## config.mk

```make
export PLATFORM = sky130hd
export DESIGN_NAME = nvram_upload
export DESIGN_NICKNAME = d
export VERILOG_FILES = /design/src/rtl/nvram_upload.sv
export SDC_FILE = /design/constraint.sdc
export NUM_CORES = 1
export LEC_CHECK = 0
export BUFFER_PORTS_ARGS = -buffer_cell sky130_fd_sc_hd__buf_4
export CORE_MARGIN = 2
export CORE_UTILIZATION = 48
export DETAILED_ROUTE_END_ITERATION = 10
export GPL_ROUTABILITY_DRIVEN = 0
export PLACE_DENSITY = 0.84
export SYNTH_ARGS = -nofsm -noshare
export SYNTH_HDL_FRONTEND = slang
export SYNTH_SLANG_ARGS = --single-unit
```

## constraint.sdc

```tcl
create_clock -name clk_sys -period 3.7 [get_ports clk_sys]
set_input_delay 0.37 -clock clk_sys [delete_from_list [all_inputs] [get_ports clk_sys]]
set_output_delay 0.37 -clock clk_sys [all_outputs]
set_load 0.01 [all_outputs]
```

## src/rtl/nvram_upload.sv

```systemverilog
// Upload-side NVRAM responder for the HPS ioctl channel: serves host reads during an
// NVRAM save session and tracks whether NVRAM changed since the last complete save.
module nvram_upload #(
  parameter int AW    = 10,
  parameter int SIZE  = 1024,
  parameter int LAT   = 1,
  parameter int INDEX = 4
) (
  input  logic          clk_sys,
  input  logic          reset_n,
  input  logic          ioctl_upload,
  input  logic [7:0]    ioctl_index,
  input  logic          ioctl_rd,
  input  logic [24:0]   ioctl_addr,
  output logic [7:0]    ioctl_din,
  output logic          ioctl_wait,
  output logic [AW-1:0] nv_addr,
  output logic          nv_rd,
  input  logic [7:0]    nv_q,
  input  logic          nv_cpu_wr,
  output logic          nvram_dirty,
  output logic          busy
);

  // state   | meaning
  // S_IDLE  | waiting for a host read strobe
  // S_FETCH | nv_rd is high, latency countdown begins
  // S_LAT   | remaining latency cycles until nv_q is valid
  typedef enum logic [1:0] {S_IDLE, S_FETCH, S_LAT} state_t;

  localparam logic [25:0]   SIZE_W = 26'(SIZE);
  localparam logic [AW-1:0] LAST   = AW'(SIZE - 1);
  localparam logic [1:0]    CNT_LD = 2'(LAT - 1);

  state_t        state, state_nx;
  logic [1:0]    cnt, cnt_nx;
  logic [7:0]    din_nx;
  logic          wait_nx;
  logic [AW-1:0] addr_nx;
  logic          rd_nx;
  logic          deliver;
  logic          sess, sess_q;
  logic          in_range;
  logic          last_done;

  assign sess     = ioctl_upload & (ioctl_index == 8'(INDEX));
  // full 25-bit compare so high address bits cannot alias into NVRAM
  assign in_range = {1'b0, ioctl_addr} < SIZE_W;
  assign busy     = (state != S_IDLE);

  always_comb begin
    state_nx = state;
    cnt_nx   = cnt;
    din_nx   = ioctl_din;
    wait_nx  = ioctl_wait;
    addr_nx  = nv_addr;
    rd_nx    = 1'b0;
    deliver  = 1'b0;
    case (state)
      S_IDLE: begin
        if (ioctl_rd && sess) begin
          if (in_range) begin
            addr_nx  = ioctl_addr[AW-1:0];
            rd_nx    = 1'b1;
            wait_nx  = 1'b1;
            cnt_nx   = CNT_LD;
            state_nx = S_FETCH;
          end else begin
            din_nx = 8'hFF;
          end
        end
      end
      S_FETCH, S_LAT: begin
        // an aborted session drops the byte in flight; ioctl_din keeps its old value
        if (!sess) begin
          wait_nx  = 1'b0;
          state_nx = S_IDLE;
        end else if (cnt == 2'd0) begin
          din_nx   = nv_q;
          wait_nx  = 1'b0;
          deliver  = 1'b1;
          state_nx = S_IDLE;
        end else begin
          cnt_nx   = cnt - 2'd1;
          state_nx = S_LAT;
        end
      end
      default: state_nx = S_IDLE;
    endcase
  end

  always_ff @(posedge clk_sys or negedge reset_n) begin
    if (!reset_n) begin
      state      <= S_IDLE;
      cnt        <= 2'd0;
      ioctl_din  <= 8'h00;
      ioctl_wait <= 1'b0;
      nv_addr    <= '0;
      nv_rd      <= 1'b0;
    end else begin
      state      <= state_nx;
      cnt        <= cnt_nx;
      ioctl_din  <= din_nx;
      ioctl_wait <= wait_nx;
      nv_addr    <= addr_nx;
      nv_rd      <= rd_nx;
    end
  end

  always_ff @(posedge clk_sys or negedge reset_n) begin
    if (!reset_n) begin
      sess_q      <= 1'b0;
      last_done   <= 1'b0;
      nvram_dirty <= 1'b0;
    end else begin
      sess_q <= sess;
      if (sess && !sess_q) begin
        last_done <= 1'b0;
      end else if (deliver && (nv_addr == LAST)) begin
        last_done <= 1'b1;
      end
      // a CPU write racing the end of a complete save keeps the flag set
      if (nv_cpu_wr) begin
        nvram_dirty <= 1'b1;
      end else if (sess_q && !sess && last_done) begin
        nvram_dirty <= 1'b0;
      end
    end
  end

endmodule

```

After elaboration in Yosys (flattened, before gate mapping)
Cells that the tools add are included.
- bits in registers: 27
- latch bits: 0
- RAM bits: 0
- ROM bits: 0
- input bits: 46
- output and inout bits: 22
- memories: 0
- $add $sub $neg: 1
- $mul: 0
- div/mod/pow operators: 0
- order comparisons: 1
- equality and inequality tests: 11
- shifts and indexed selects: 0
- muxes and demuxes: 30
- bitwise logic cells: 1
- reductions and logical operators: 19
- operators with widths (kind ; number):
    8-bit 2-to-1 mux ; 4
    25-bit by 11-bit < comparator with 1-bit output, second input constant ; 1
    2-bit 2-to-1 mux ; 8
    8-bit case mux with 2 select lines ; 1
    1-bit 2-to-1 mux ; 14
    2-bit inequality test, second input constant ; 6
    10-bit == test, second input constant ; 1
    5-bit AND reduction ; 2
    8-bit by 3-bit == test with 1-bit output, second input constant ; 1
    2-bit case mux with 2 select lines ; 2
    2-bit nonzero test ; 4
    1-bit logical AND ; 5
    2-bit zero test ; 2
    4-bit AND reduction ; 1
    3-bit inequality test, second input constant ; 1
    3-bit AND reduction ; 1
    2-bit by 1-bit == test with 1-bit output, second input constant ; 1
    2-bit == test, second input constant ; 1
    1-bit zero test ; 2
    1-bit case mux with 2 select lines ; 1
    2-bit AND reduction ; 1
    2-bit OR reduction ; 1
    2-bit by 1-bit subtractor with 2-bit output, second input constant ; 1
    1-bit bitwise AND ; 1

Longest topological paths before layout
Gate-level depths: netlist of the first run.
- depth after elaboration: 7
- gate-level depth with buffers: 6
- depth with buffers taken out: 6

Worst setup path after synthesis of the first run
No wires, ideal clock.
- kind: register to register
- from: register state[0]
- to: register ioctl_din[0]
- arrival time: 1.933 ns
- path slack: 1.642 ns
- stages on the path, launching flop included: 7
- path through: dfrtp_1 -> inv_1 -> ha_1 -> nand2b_1 -> nand4bb_4 -> a2111oi_4 -> mux2_2
- cells in the longest elaborated chain, start to end: 4
- elaborated cells on any way between the ends: 11
- those cells by class: eq/ne (6); mux (1); reduce/logical (4)
- RTL lines (item ; line ; source):
    from (decl) ; 35 ; state_t state, state_nx;
    from (signal assigned) ; 101 ; state <= state_nx;
    2-bit by 1-bit == test with 1-bit output / 2-bit == test (equally long branches) ; 59 ; case (state)
    2-bit OR reduction ; 59 ;
    2-bit inequality test (no source line) / 2-bit nonzero test (equally long branches) ; -- ;
    5-bit AND reduction (no source line) ; -- ;
    to (signal assigned) ; 103 ; ioctl_din <= din_nx;
    to (decl) ; 15 ; output logic [7:0] ioctl_din,
Parallel ways exist; a longest one is shown, timed or not.
A chain may end at the register's enable or synchronous reset.

Worst setup path after layout of the first run
- from: register state[1]
- to: register ioctl_din[2]
Same word-level chain as after synthesis.

==> metrics, run 1 <==
library cells used by synthesis=33; Routed WL per cell=around 14 um; Clk pin slew, worst setup/hold paths=~0.15 ns; CP startpoint kind=register; Post-synth EDFFs=0; Starting Density=between 40 and 50%; Max-slew headroom=about three fifths; Post-synth top flop=dfrtp_1; met3 wire length=around 100 um; Final Slew Violations=0; status=complete, no violations; grt ovf=0; number of synthesized register bits=27; CTS root buffer=clkbuf_4; Die Area=around 3200 um2; port buffer count=67; routed wire length=approximately 3.0 mm; Seq. cell area=676 um2; CP bufs+invs=1; fin util=roughly 70%; Fmax=just under 400 MHz; worst-case clock buffer depth=2; min Tclk post-route=roughly 2.5 ns; vias per cell=5.38; synthesized instance count=~110; area grow syn2layout=43.5%; first-pass GRT wire length=~5.3 mm; Final Non-Filler Cells=~210; largest net degree at the start of global routing=28; hold slack=0.208 ns; critical path, cell by cell=inv_1 > ha_1 > nor2_2 > nand4bb_4 > a2111oi_4 > mux2_2; share of cells above drive strength 1=a little over half; slowest CP cell=a2111oi_4; worst slack, placed=about 1.2 ns; CP required=between 3 and 4 ns; Post-synth top cells=27 x dfrtp_1, 18 x mux2_2, 10 x nand2b_1; post-CTS setup buffer count=0; Setup Skew=around 0.0011 ns; TritonCTS buffer count=3; Synth Cell Area=~1300 um2; post_cts resized=0; max_cap viols=0; Synth async-reset ratio=100%; Detail Route Antenna Nets=0; Max IR drop VDD=~0.23 mV; nets@finish=227; CTS tree=built; drt first pass iters=4; Starting DRT DRC Count=21; DRT met1 WL=approximately 1.2 mm; metal2 WL=approximately 1.6 mm; cell taking the most area after synthesis=dfrtp_1; synth top area cells=dfrtp_1 51%, mux2_2 15%, nand2b_1 4.7%; leakage=a little under 1 nW; TritonCTS Sinks=27; area of the multi-input gates=623 um2; Fin. Hold Viols=0; unrepaired setup endpoints after global routing=false; n_diodes=0; antenna violations before repair=0; clock latency on the worst-skew pair=approximately 0.33 ns; # fillers=roughly 200; hpwl dp=about 2.4 mm; H-tree level count=1; worst hold path class=input port to register; syn_area_per_cell=approximately 13 um2; number of global-route vias before repair=1208; Yosys top cell area share=50.8%; via count=1120; CP Class=register to register; CTS Hold Bufs=1; Arrival @ worst endpoint=2.75 ns; Core Area=between 2000 and 3000 um2; crit end category=register; Total GRT Usage=between 20% and 30%; Pwr Density=around 260 nW/um2; Fin Setup TNS=0 ns; placed insts=around 200; CP max FO=14; Worst Tran Pin Value=between 0.6 and 0.7 ns; Die Wd=approximately 57 um; IO Count=between 60 and 70; final worst-path cycle share=68.0%; cell with the most instances after synthesis=dfrtp_1; Max stage delay on crit path=~0.62 ns; setup violators final=0; sequential cell area fraction in the yosys report=between 50% and 60%; Die H=56.6 um; Crit path max-delay family=compound AO/OA/AOI/OAI gates; Top Layer Used=met4; syn_nets=between 150 and 200; DRC=0; Ys Warns=0; Rows=19; final worst slack=between 1 and 1.5 ns
area by class of cell:
| type | instances | share of cell area (%) |
|---|---|---|
| sequential | 27 | 35.4 |
| multi-input combinational | 71 | 32.7 |
| timing repair buffer | 68 | 26.9 |
| tap | 31 | 2.03 |
| inverter | 7 | 1.38 |
| clock buffer | 3 | 1.18 |
| clock inverter | 1 | 0.394 |
where the power goes:
group	switching [mW]	internal (mW)
sequential	0.00232	0.299
clock	0.0910	0.0414
combinational	0.0212	0.0427
layout by cell type, fill, tap and decap left out, types with 2 or more instances in the layout:
cell type,n
a21oi_1,2
buf_4,67
clkbuf_4,3
dfrtp_1,27
ha_1,3
inv_1,7
mux2_2,18
nand2_1,2
nand2b_1,10
nand3_1,2
nand4_1,4
nor2_1,2
nor3_1,3
nor4_1,4
o31ai_1,2
cell families (layout without fill, tap and decap cells):
family                     Yosys count  in the layout  share of synthesized area [%]
and+or+nand+nor                     36             36                           19.2
AOI/OAI and AO/OA                   14             14                           9.61
adders and majority gates            3              3                           2.83
buffers and inverters                8             79                           2.26
DFF                                 27             27                           50.8
muxes                               18             18                           15.3
through the flow:
step	instance area, um2	total power, mW
after floorplan	1330	0.320
after global placement	1870	0.369
after detailed placement	1870	0.371
after CTS	1910	0.503
after global routing	1910	0.518
final	1910	0.498
registers in the layout, indices dropped and copies added (netlist names):
register	count
ioctl_din	8
nvram_dirty	1
sess_q	1
state	2
nv_rd	1
ioctl_wait	1
nv_addr	10
cnt	2
last_done	1
metal layers:
metal | global-route usage, % | vias to the layer above
met4 | 7.82 | 0
met2 | 39.2 | 32
met1 | 24.6 | 545
met5 | 0 | -
met3 | 2.53 | 5
li1 | - | 538
final timing paths:
check / startpoint / to / slack, ns / cells past startpoint
setup / recovery: state[1] / ioctl_din[2] / 1.19 / 6
hold / removal: nv_cpu_wr / nvram_dirty / 0.21 / 2
hold reg to reg: nvram_dirty / nvram_dirty / 0.51 / 1
min in group asynchronous: reset_n / ioctl_din[6] / 0.47 / 2
max in group asynchronous: reset_n / state[1] / 2.98 / 2
setup reg to reg: state[1] / ioctl_din[2] / 1.19 / 6
No activity file was read; power rests on OpenSTA's default activity.
==> inputs of run 2 (changes only) <==
- ABC_AREA: default -> 1
- CORE_UTILIZATION: 48 -> 46
- PLACE_DENSITY: 0.84 -> 0.79
- clock period: 3.7 -> 2.5 ns (I/O delays scaled with it)
==> metrics, run 2 <==
Clk pin slew, worst setup/hold paths=0.14 ns; cell taking the most area after synthesis=dfrtp_1; hold depth=2; Fin. Hold Viols=0; worst-case clock buffer depth=2; IO Count=a little under 70; Die H=60.4 um; Routed WL per cell=about 11 um; R2R cell count=9; worst hold path class=input port to register; status=complete, no violations; routed wire length=~3.2 mm; Rows=20; Post-synth top flop=dfrtp_1; crit end category=register; via count=about 1400; final worst-path cycle share=~72%; Top reg by flops=nv_addr; sequential cell area fraction in the yosys report=a little under half; unrepaired setup endpoints after global routing=false; Yosys top cell area share=approximately 46%; vias per cell=about 4.6; syn_area_per_cell=between 7 and 8 um2; Setup Skew=0.00290 ns; biggest regs=nv_addr x10, ioctl_din x8; Worst Tran Pin Value=0.413 ns; worst hold endpoint=nvram_dirty; Max-slew headroom=about 72%; synthesized instance count=190; CTS Hold Bufs=1; Fin Setup TNS=0 ns; port buffer count=67; Final Non-Filler Cells=303; Post-synth top cells=63 x nand2_1, 27 x dfrtp_1, 21 x inv_1; Int Power=roughly 0.57 mW; Starting Density=around half; Core Area=around 3000 um2; Critical R2R Launch=state[0]; TritonCTS buffer count=3; number of global-route vias before repair=1221; Starting DRT DRC Count=29; CTS root buffer=clkbuf_4; leakage=about 1.1 nW; n_diodes=0; cell with the most instances after synthesis=nand2_1; setup violators final=0; TritonCTS Sinks=27; H-tree level count=1; switching pwr=between 0.15 and 0.2 mW; antenna violations before repair=0; synth top area cells=dfrtp_1 46%, nand2_1 16%, nand3_1 5.5%; grt ovf=0; max_cap viols=0; Detail Route Antenna Nets=0; most frequent cells in the layout=67 x buf_4, 63 x nand2_1, 27 x dfrtp_1, 21 x inv_1, 19 x nor2_1; hpwl dp=about 2.5 mm; post-CTS setup buffer count=0; Total GRT Usage=18.9%; Synth async-reset ratio=100%; combinational share of power=between 10% and 20%; drt first pass iters=4; placed insts=between 200 and 300; Synth Cell Area=about 1500 um2; CP required=about 2.8 ns; Die Area=roughly 3600 um2; Die Wd=60.4 um; Hold Startpoint=nv_cpu_wr; reg2reg setup slack=approximately 0.71 ns; Ys Warns=0; first-pass GRT wire length=between 5 and 6 mm; Sw Share=between 20% and 30%; commonest non-fill, non-tap cell in the layout=buf_4; r2r endpoint=ioctl_din[0]; nets@finish=between 300 and 400; DRC=0; number of synthesized register bits=27; Max IR drop VDD=~0.26 mV; share of cells above drive strength 1=35.5%; post_cts resized=0; Reg power frac=60.8%; CTS tree=built; min Tclk post-route=1.79 ns; syn_nets=around 240; clock share of power=25.8%; max FFs per register=10; largest net degree at the start of global routing=28; Arrival @ worst endpoint=between 2 and 2.5 ns; area grow syn2layout=39.5%; Fmax=between 500 and 600 MHz; CP max FO=13; library cells used by synthesis=24; CP startpoint kind=register; Pwr Density=361 nW/um2; clock latency on the worst-skew pair=0.32 ns; CP Class=register to register; Post-synth EDFFs=0; hold slack=around 0.086 ns; Final Slew Violations=0
## run 2: changes by cell type in the layout (fill, tap and decap cells not counted), sizes merged, moves of 2 or more
cell	previous run	this run
nand2	2	65
nand3	3	18
inv	7	25
nor3	3	1
o21bai	0	8
nand2b	10	0
nand4	5	2
mux2	18	0
o31ai	2	0
or2	0	8
nor4b	2	0
nor2	3	23
nor4	4	0
## run 2: how the worst max path moves through the flow
| stage | from | slack (ns) | cells past startpoint | end |
|---|---|---|---|---|
| 2_1_floorplan | state[0] | 1.08 | 7 | ioctl_din[0] |
| 3_3_place_gp | state[0] | 0.72 | 8 | ioctl_din[5] |
| 3_5_place_dp | state[0] | 0.72 | 8 | ioctl_din[5] |
| 4_1_cts | state[0] | 0.69 | 8 | ioctl_din[5] |
| 5_1_grt | state[0] | 0.44 | 8 | ioctl_din[1] |
| 6_report | state[0] | 0.71 | 9 | ioctl_din[0] |
## run 2: stage by stage
stage          worst slack, ns  util (%)  power [mW]  instance area (um2)
6_report                 0.712      67.4       0.737                 2040
5_1_grt                  0.439      67.4       0.780                 2040
4_1_cts                  0.691      67.4       0.746                 2040
3_5_place_dp             0.724      66.1       0.556                 2000
3_3_place_gp             0.720      66.1       0.554                 2000
2_1_floorplan             1.08         -       0.479                 1460
## run 2: cells by family (layout without fill, tap and decap cells)
family                   after synthesis  in the layout  synth area share [%]
AO/OA/AOI/OAI                         13             13                  6.76
adder cells (fa/ha/maj)                3              3                  2.57
buffers and inverters                 28             97                  7.78
flip-flops                            27             27                  46.2
AND/OR/NAND/NOR                      119            119                  36.7
## run 2: power groups by stage
stage | logic (mW) | clock network, mW | registers [mW]
6_report | 0.0987 | 0.190 | 0.448
3_3_place_gp | 0.0980 | 0 | 0.456
5_1_grt | 0.110 | 0.220 | 0.449
4_1_cts | 0.101 | 0.197 | 0.448
3_5_place_dp | 0.0993 | 0 | 0.456
2_1_floorplan | 0.0196 | 0 | 0.459
## run 2: worst max-delay path, cell delays in order (launching register included)
cell and delay (ns):
dfrtp_1 0.37, inv_1 0.05, ha_1 0.34, inv_1 0.25, nand2_1 0.14, nand2_1 0.12
nand2_1 0.09, nor2_4 0.18, nand3_1 0.10, nand2_1 0.08
## run 2: routing by layer
layer  track usage [%]  up-vias  wire length (um)
met5                 0        -                 0
met4              5.71        0                42
met3              2.13        5               242
met2              31.4       44              1530
met1              26.2      621              1400
li1                  -      721                 -
## run 2: cell type report
| class | count | area, um2 |
|---|---|---|
| flip-flops and latches | 27 | 676 |
| inverters | 25 | 93.8 |
| repair buffers | 68 | 513 |
| clock buffers | 3 | 22.5 |
| clock inverters | 1 | 7.51 |
| multi-input cells | 135 | 673 |
| well taps | 44 | 55.1 |
| fillers | 259 | 987 |
==> inputs of run 3 (changes only) <==
- CORE_UTILIZATION: 46 -> 42
- PLACE_DENSITY: 0.79 -> 0.76
- clock period: 2.5 -> 1.5 ns (I/O delays scaled with it)
==> metrics, run 3 (synthesized netlist as in run 2, its figures left out) <==
CP startpoint kind=register; Pwr Density=between 500 and 600 nW/um2; antenna violations before repair=0; r2r endpoint=ioctl_din[1]; n_diodes=0; Die Wd=roughly 63 um; Die Area=approximately 4000 um2; placed insts=around 310; unrepaired setup endpoints after global routing=true; worst-case clock buffer depth=2; status=complete, no violations; drt first pass iters=4; Core Area=about 3300 um2; Rows=21; port buffer count=67; reg2reg setup slack=about 0.007 ns; Top reg by flops=nv_addr; critical path, cell by cell=inv_2 > ha_4 > inv_4 > nand2_4 > nand2_4 > nand2_2 > nor2_4 > nand3_1 > nand2_1; Fmax=~670 MHz; Max IR drop VDD=roughly 0.46 mV; Fin. Hold Viols=0; commonest non-fill, non-tap cell in the layout=buf_4; worst hold path class=input port to register; Starting DRT DRC Count=35; Arrival @ worst endpoint=1.77 ns; CTS root buffer=clkbuf_4; first-pass GRT wire length=about 5.8 mm; Setup Skew=0.0107 ns; grt met2 use=30.3%; CP max FO=8; max FFs per register=10; area grow syn2layout=50.8%; routed wire length=3.55 mm; max_cap viols=0; met3 Use GR=under 10%; GR Util met1=between 20 and 25%; setup violators final=0; worst hold endpoint=nv_addr[0]; grt ovf=0; number of global-route vias before repair=approximately 1400; DRC=0; min Tclk post-route=1.49 ns; R2R cell count=9; leakage=about 1.2 nW; Die H=63.0 um; most frequent cells in the layout=74 x buf_4, 56 x nand2_1, 27 x dfrtp_1, 18 x inv_1, 18 x nor2_1; Detail Route Antenna Nets=0; Hold Startpoint=ioctl_addr[0]; Max stage delay on crit path=approximately 0.42 ns; Most Used Layer, Global Route=met2; Final Slew Violations=0; vias per cell=4.57; largest net degree at the start of global routing=28; Final Non-Filler Cells=~310; CTS tree=built; hpwl dp=2.56 mm; Critical R2R Launch=state[1]; CP bufs+invs=2; Crit path max-delay family=simple AND/OR/NAND/NOR gates; via count=1434; slowest CP cell=dfrtp_1; Clk pin slew, worst setup/hold paths=~0.14 ns; crit end category=register; TritonCTS buffer count=3; CP Class=register to register; TritonCTS Sinks=27; biggest regs=nv_addr x10, ioctl_din x8; Max-slew headroom=between 70% and 80%; share of cells above drive strength 1=between 40 and 50%; Worst Tran Pin Value=around 0.34 ns; IO Count=around 70; Routed WL per cell=11.3 um; Total GRT Usage=18.0%; Tot Pwr=approximately 1.2 mW; H-tree level count=1; final worst-path cycle share=99.5%; hold depth=3; Starting Density=a little over two fifths; nets@finish=318; cell mode on critical path=nand2_4; clock latency on the worst-skew pair=around 0.32 ns; CP required=1.78 ns
[run 3: changes by cell type in the layout (fill, tap and decap cells not counted), moves of 2 or more]
cell / before / now
nand2_2: 2 / 7
inv_1: 21 / 18
nand2_4: 0 / 2
buf_4: 67 / 74
inv_2: 4 / 6
nand3_2: 2 / 8
nand3_1: 16 / 9
nand2_1: 63 / 56
[run 3: through the flow]
step | area [um2] | setup slack (ns) | setup TNS [ns] | utilization [%] | hold WS [ns]
finish | 2210 | 0.00717 | 0 | 66.1 | 0.0170
global placement | 2040 | 0.0223 | 0 | 61.2 | 0.0802
floorplan | 1460 | 0.0806 | 0 | - | -0.146
detailed placement | 2040 | -0.0343 | -0.184 | 61.2 | 0.0832
global route | 2210 | -0.0718 | -0.450 | 66.1 | 0.00610
CTS | 2120 | 0.00535 | 0 | 63.4 | 0.0108
[run 3: what timing repair did]
action,in CTS,in global routing
gates resized for setup,4,21
endpoints found under the hold margin,28,0
buffers inserted,1,2
pin swaps,1,14
hold buffers,2,0
endpoints found under the setup margin,10,11
[run 3: worst max-delay path by stage]
stage              from           end  cells after the start
6_report       state[1]  ioctl_din[1]                      9
5_1_grt        state[1]  ioctl_din[3]                      9
4_1_cts        state[1]  ioctl_din[6]                      9
3_5_place_dp   state[0]  ioctl_din[3]                      8
3_3_place_gp   state[0]  ioctl_din[3]                      8
2_1_floorplan  state[0]  ioctl_din[0]                      7
[run 3: metal layers]
metal  wire, um  up-vias
met5          0        -
met3        223        6
met2       1670       42
li1           -      740
met1       1610      646
met4         42        0
[run 3: cell type report]
| class | count | area [um2] |
|---|---|---|
| Timing Repair Buffer | 77 | 587 |
| Inverter | 25 | 96.3 |
| Fill cell | 293 | 1130 |
| Clock buffer | 4 | 26.3 |
| Tap cell | 46 | 57.6 |
| Multi-Input combinational cell | 135 | 763 |
| Sequential cell | 27 | 676 |
[run 3: where the power goes]
part | internal, mW | total, mW | leakage [nW] | switching, mW
combinational | 0.107 | 0.167 | 0.834 | 0.0602
clock | 0.104 | 0.309 | 0.0150 | 0.205
sequential | 0.740 | 0.747 | 0.328 | 0.00642
total | 0.951 | 1.22 | 1.18 | 0.272
[run 3: worst reg2reg max path, cell delays in order, from the launching register on]
cell	delay (ns)
dfrtp_1	0.42
inv_2	0.09
ha_4	0.22
inv_4	0.07
nand2_4	0.05
nand2_4	0.08
nand2_2	0.06
nor2_4	0.25
nand3_1	0.12
nand2_1	0.08
